[src/rtl/sramlike_pkg.sv]
// sramlike_pkg: shared FSM state, grant and transfer size definitions for the SRAM-like arbiter.
package sramlike_pkg;
  typedef enum logic [1:0] {IDLE, ADDR, DATA} state_t;
  // Grant literals carry a prefix because DATA is already taken by the state enum.
  typedef enum logic {GNT_INST, GNT_DATA} grant_t;
  localparam logic [1:0] SIZE_B = 2'd0;
  localparam logic [1:0] SIZE_H = 2'd1;
  localparam logic [1:0] SIZE_W = 2'd2;
endpackage

[src/rtl/sramlike_arb_pick.sv]
// sramlike_arb_pick: combinational grant choice; on a tie the master not granted last wins.
module sramlike_arb_pick
  import sramlike_pkg::*;
(
  input  logic   i_req,
  input  logic   d_req,
  input  grant_t last,
  output grant_t grant
);
  assign grant = (i_req && d_req) ? ((last == GNT_INST) ? GNT_DATA : GNT_INST)
               : (d_req ? GNT_DATA : GNT_INST);
endmodule

[src/rtl/sramlike_arbiter.sv]
// sramlike_arbiter: two SRAM-like masters (inst/data) sharing one slave, one outstanding transaction.
// SRAMLIKE_ARB_RR_EN selects round-robin grant; otherwise DATA has fixed priority.
module sramlike_arbiter
  import sramlike_pkg::*;
(
  input  logic        clk,
  input  logic        rst,
  input  logic        i_req,
  input  logic        i_wr,
  input  logic [1:0]  i_size,
  input  logic [31:0] i_addr,
  input  logic [31:0] i_wdata,
  output logic        i_addr_ok,
  output logic        i_data_ok,
  output logic [31:0] i_rdata,
  input  logic        d_req,
  input  logic        d_wr,
  input  logic [1:0]  d_size,
  input  logic [31:0] d_addr,
  input  logic [31:0] d_wdata,
  output logic        d_addr_ok,
  output logic        d_data_ok,
  output logic [31:0] d_rdata,
  output logic        req,
  output logic        wr,
  output logic [1:0]  size,
  output logic [31:0] addr,
  output logic [31:0] wdata,
  input  logic        addr_ok,
  input  logic        data_ok,
  input  logic [31:0] rdata,
  output logic        busy
);
  state_t      state;
  grant_t      grant, pick, last;
  logic        wr_q;
  logic [31:0] rdata_q;
  logic        is_d, g_req, fin;
  assign is_d  = grant == GNT_DATA;
  assign g_req = is_d ? d_req : i_req;
  assign req   = (state == ADDR) && g_req;
  assign wr    = (state == ADDR) ? (is_d ? d_wr : i_wr) : wr_q;
  assign size  = is_d ? d_size : i_size;
  assign addr  = is_d ? d_addr : i_addr;
  assign wdata = is_d ? d_wdata : i_wdata;
  assign i_addr_ok = req && addr_ok && !is_d;
  assign d_addr_ok = req && addr_ok && is_d;
  assign fin       = (state == DATA) && data_ok;
  assign i_data_ok = fin && !is_d;
  assign d_data_ok = fin && is_d;
  assign i_rdata   = rdata_q;
  assign d_rdata   = rdata_q;
  assign busy      = state != IDLE;
`ifdef SRAMLIKE_ARB_RR_EN
  always_ff @(posedge clk or negedge rst)
    if (!rst) last <= GNT_INST;
    else if (state == IDLE && (i_req || d_req)) last <= pick;
`else
  // A constant INST history turns the picker's tie-break into fixed DATA priority.
  assign last = GNT_INST;
`endif
  sramlike_arb_pick u_pick (.i_req(i_req), .d_req(d_req), .last(last), .grant(pick));
  always_ff @(posedge clk or negedge rst)
    if (!rst) begin
      state   <= IDLE;
      grant   <= GNT_INST;
      wr_q    <= 1'b0;
      rdata_q <= '0;
    end else
      case (state)
        IDLE: if (i_req || d_req) begin
          state <= ADDR;
          grant <= pick;
        end
        ADDR: if (!g_req) state <= IDLE;
          else if (addr_ok) begin
            state <= DATA;
            wr_q  <= wr;
          end
        DATA: if (data_ok) begin
          state   <= IDLE;
          rdata_q <= rdata;
        end
        default: state <= IDLE;
      endcase
endmodule

[config.mk]
export PLATFORM = sky130hd
export DESIGN_NAME = sramlike_arbiter
export DESIGN_NICKNAME = d
export VERILOG_FILES = /design/src/rtl/sramlike_pkg.sv /design/src/rtl/sramlike_arb_pick.sv /design/src/rtl/sramlike_arbiter.sv
export SDC_FILE = /design/constraint.sdc
export NUM_CORES = 1
export LEC_CHECK = 0
export CAP_MARGIN = 15
export CORE_AREA = 10 10 112 114
export DETAILED_ROUTE_END_ITERATION = 10
export DIE_AREA = 0 0 122 124
export GPL_TIMING_DRIVEN = 1
export PLACE_DENSITY = 0.76
export SYNTH_ARGS = -nofsm -noshare
export SYNTH_HDL_FRONTEND = slang
export SYNTH_SLANG_ARGS = --single-unit
[constraint.sdc]
create_clock -name clk -period 1.7 [get_ports clk]
set_input_delay 0.34 -clock clk [delete_from_list [all_inputs] [get_ports clk]]
set_output_delay 0.34 -clock clk [all_outputs]
set_load 0.1 [all_outputs]
==> flow_summary.html <==
<table>
<tr><th>Metric</th><th>Value</th></tr>
<tr><th colspan="2">Detailed routing</th></tr>
<tr><td>DRC marker count from the first detailed-route iteration</td><td>104</td></tr>
<tr><td>Avg Vias per Cell</td><td>4.36</td></tr>
<tr><td>Routed length per instance</td><td>26.4 µm</td></tr>
<tr><td>Aggregate routed wire length</td><td>16.6 mm</td></tr>
<tr><td>Total vias in the final route</td><td>2,740</td></tr>
<tr><td>DRC errors left</td><td>0</td></tr>
<tr><td>Count of nets left with antenna violations after detail routing</td><td>0</td></tr>
<tr><td>Number of optimization iterations in the first detailed-route pass</td><td>4</td></tr>
<tr><th colspan="2">Clock tree</th></tr>
<tr><td>Max Root-Sink Buffers</td><td>2</td></tr>
<tr><td>Clock-pin slew on the worst setup and hold paths</td><td>0.07 ns</td></tr>
<tr><td>Sinks on the clock net</td><td>36</td></tr>
<tr><td>Clock buffer count from CTS</td><td>5</td></tr>
<tr><td>Source-to-sink clock delay at the later pin of the worst-skew pair</td><td>0.28 ns</td></tr>
<tr><td>Root Buffer Master</td><td>sky130_fd_sc_hd__clkbuf_8</td></tr>
<tr><td>Clock tree from TritonCTS</td><td>built</td></tr>
<tr><td>Maximum level of the CTS H-tree</td><td>2</td></tr>
<tr><th colspan="2">Timing</th></tr>
<tr><td>Hold Fails Final Rpt</td><td>0</td></tr>
<tr><td>Worst clock skew</td><td>0.00726 ns</td></tr>
<tr><td>Top achievable clock speed</td><td>512 MHz</td></tr>
<tr><td>Actual transition at the worst max-transition pin</td><td>0.344 ns</td></tr>
<tr><td>Final period utilization</td><td>115%</td></tr>
<tr><td>Min Clock Period, post-route</td><td>1.95 ns</td></tr>
<tr><td>Final number of max-transition violations</td><td>0</td></tr>
<tr><td>Setup-violating endpoint count in the final report</td><td>72</td></tr>
<tr><td>Unrepaired setup endpoints after global routing</td><td>yes</td></tr>
<tr><td>Final setup TNS</td><td>-14.91 ns</td></tr>
<tr><td>Remaining max-slew budget at the tightest pin</td><td>77.0%</td></tr>
<tr><td>PnR worst setup slack</td><td>-0.254 ns</td></tr>
<tr><th colspan="2">Placed design</th></tr>
<tr><td>I/O Buffers</td><td>308</td></tr>
<tr><td>Dpl hpwl</td><td>14.0 mm</td></tr>
<tr><td>Pre-CTS setup slack</td><td>-0.237 ns</td></tr>
<tr><td>Routability Congestion</td><td>0.905</td></tr>
<tr><td>Cell Count Post-Placement</td><td>612</td></tr>
<tr><th colspan="2">Worst setup path</th></tr>
<tr><td>Reg-to-reg slack, setup</td><td>0.26 ns</td></tr>
<tr><td>Kind of critical path</td><td>flip-flop to primary output</td></tr>
<tr><td>Start of the worst register-to-register path</td><td>grant$_DFFE_PN0P_</td></tr>
<tr><td>Critical Path Start Type</td><td>flip-flop</td></tr>
<tr><td>Crit path max fanout</td><td>14</td></tr>
<tr><td>Required @ worst endpoint</td><td>1.36 ns</td></tr>
<tr><td>End of the worst register-to-register path</td><td>wr_q$_DFFE_PN0P_</td></tr>
<tr><td>Kind of end point of the critical path</td><td>primary output</td></tr>
<tr><td>Register-to-Register Path Depth</td><td>5</td></tr>
<tr><td>Arrival time of data at the critical path endpoint</td><td>1.61 ns</td></tr>
<tr><th colspan="2">Synth</th></tr>
<tr><td>Net Count, Synth</td><td>372</td></tr>
<tr><td>Post-Syn Area</td><td>0.00248 mm²</td></tr>
<tr><td>Warning count from the yosys run</td><td>0</td></tr>
<tr><td>Most used flip-flop cell after synthesis</td><td>sky130_fd_sc_hd__dfrtp_1</td></tr>
<tr><td>Post-synthesis sequential area ratio</td><td>36.3%</td></tr>
<tr><td>Number of synthesized register bits</td><td>36</td></tr>
<tr><td>Share of flip-flops with an asynchronous set or reset</td><td>100%</td></tr>
<tr><td>Post-Synthesis Mean Instance Area</td><td>12.4 µm²</td></tr>
<tr><td>Synthesized netlist cell count</td><td>200</td></tr>
<tr><td>Number of synthesized flops with an enable pin</td><td>0</td></tr>
<tr><td>Netlist cell types</td><td>19</td></tr>
<tr><th colspan="2">Min path</th></tr>
<tr><td>Path type of the worst min-delay path</td><td>input port to async pin</td></tr>
<tr><th colspan="2">Job</th></tr>
<tr><td>Number of max-cap violations</td><td>0</td></tr>
<tr><th colspan="2">Status</th></tr>
<tr><td>Run status</td><td>finished, violations left</td></tr>
<tr><td>Violated checks</td><td>negative setup slack</td></tr>
<tr><th colspan="2">Layout</th></tr>
<tr><td>Final non-filler cell total</td><td>629</td></tr>
<tr><td>Layout area overhead</td><td>193%</td></tr>
<tr><td>Fraction of final layout cells sized beyond drive strength 1</td><td>49.9%</td></tr>
<tr><td>Inserted Diodes</td><td>0</td></tr>
<tr><td>Total number of nets in the final design</td><td>664</td></tr>
<tr><th colspan="2">Global route</th></tr>
<tr><td>Total GRT Usage</td><td>20.3%</td></tr>
<tr><td>Initial antenna violation count</td><td>1</td></tr>
<tr><td>Largest net degree at the start of global routing</td><td>33</td></tr>
<tr><td>Number of global-route vias before repair</td><td>3,128</td></tr>
<tr><td>Global-route wire length before repair</td><td>22.8 mm</td></tr>
<tr><td>Total congestion overflow</td><td>0</td></tr>
<tr><th colspan="2">Die</th></tr>
<tr><td>Die Ht</td><td>124 µm</td></tr>
<tr><td>Chip width</td><td>122 µm</td></tr>
<tr><td>CORE AREA</td><td>0.0102 mm²</td></tr>
<tr><td>Die area</td><td>0.0151 mm²</td></tr>
<tr><td>Top-level port count</td><td>309</td></tr>
<tr><td>Placement Rows</td><td>37</td></tr>
<tr><td>Initial standard-cell utilization of the core</td><td>24.3%</td></tr>
</table>
-- final cells by class --
cell class / count / area (µm²)
Tap cell: 136 / 170
Clock buffer: 7 / 86.3
Sequential cell: 36 / 902
Timing Repair Buffer: 328 / 4700
Inverter: 3 / 11.3
Clock inverter: 1 / 7.51
Fill cell: 688 / 2950
Multi-Input combinational cell: 118 / 1410
-- how the worst max path moves through the flow --
stage,to,start
final,addr[20],grant$_DFFE_PN0P_
after global routing,d_addr_ok,grant$_DFFE_PN0P_
after CTS,d_addr_ok,grant$_DFFE_PN0P_
after detailed placement,d_addr_ok,i_req
after global placement,d_addr_ok,d_req
after floorplan,d_data_ok,state[0]$_DFFE_PN0P_
-- per-stage QoR --
step	area, µm²	utilization (%)	hold slack [ns]
2_1_floorplan	2500	-	0.0444
3_3_place_gp	6920	67.7	0.254
3_5_place_dp	6920	67.7	0.268
4_1_cts	7200	70.3	0.515
5_1_grt	7280	71.2	0.535
6_report	7280	71.2	0.520
-- cell families after synthesis --
group | Yosys count | share of synthesized area, %
AOI/OAI and AO/OA | 4 | 1.06
and+or+nand+nor | 13 | 3.78
muxes | 101 | 46.1
buffers and inverters | 46 | 12.7
DFF | 36 | 36.3
-- worst max-delay path, stage by stage, from the launching register on --
cell,delay (ns)
sky130_fd_sc_hd__dfrtp_2,0.47
sky130_fd_sc_hd__buf_4,0.15
sky130_fd_sc_hd__buf_12,0.15
sky130_fd_sc_hd__mux2_2,0.37
sky130_fd_sc_hd__buf_12,0.17
-- registers in the layout, indices dropped and copies added, names as in the netlist --
register,flops
d_rdata,32
grant,1
state,2
wr_q,1
-- Yosys cell counts, types with 2 or more instances --
cell type	number	share of area [%]
sky130_fd_sc_hd__and2_1	2	0.50
sky130_fd_sc_hd__buf_2	7	1.4
sky130_fd_sc_hd__buf_4	36	11
sky130_fd_sc_hd__dfrtp_1	36	36
sky130_fd_sc_hd__inv_1	3	0.45
sky130_fd_sc_hd__mux2_1	28	13
sky130_fd_sc_hd__mux2_2	70	32
sky130_fd_sc_hd__mux2i_1	2	0.81
sky130_fd_sc_hd__nand2_1	2	0.30
sky130_fd_sc_hd__nor2_1	4	0.60
sky130_fd_sc_hd__o21ai_0	2	0.40
-- timing repair --
item	4_1_cts	5_1_grt
pin swaps	1	5
hold buffers	1	0
resized for setup	24	20
endpoints found under the hold margin	14	0
gates cloned	2	0
setup buffers	4	3
setup endpoints to repair	72	73
-- per-layer routing --
layer	vias up	share of wire (%)	GRT usage, %
met5	-	0.078	0
met4	2	1.7	3.80
met3	15	8.3	6.97
met2	143	56	38.9
met1	1327	34	20.9
li1	1253	-	-
-- cells in the final DEF (no fill, tap or decap), types with 2 or more instances in the layout --
cell / synthesis / layout
sky130_fd_sc_hd__and2_4: 0 / 2
sky130_fd_sc_hd__buf_12: 0 / 141
sky130_fd_sc_hd__buf_16: 0 / 2
sky130_fd_sc_hd__buf_4: 36 / 12
sky130_fd_sc_hd__clkbuf_8: 0 / 6
sky130_fd_sc_hd__clkdlybuf4s50_1: 0 / 170
sky130_fd_sc_hd__dfrtp_1: 36 / 35
sky130_fd_sc_hd__inv_1: 3 / 3
sky130_fd_sc_hd__mux2_1: 28 / 28
sky130_fd_sc_hd__mux2_2: 70 / 40
sky130_fd_sc_hd__mux2_4: 0 / 30
sky130_fd_sc_hd__nand2_1: 2 / 2
sky130_fd_sc_hd__nor2_2: 0 / 2
sky130_fd_sc_hd__nor2_4: 0 / 2
Power is not shown: default switching activity piles up to over one toggle a cycle in this logic, so the estimate is an artifact.
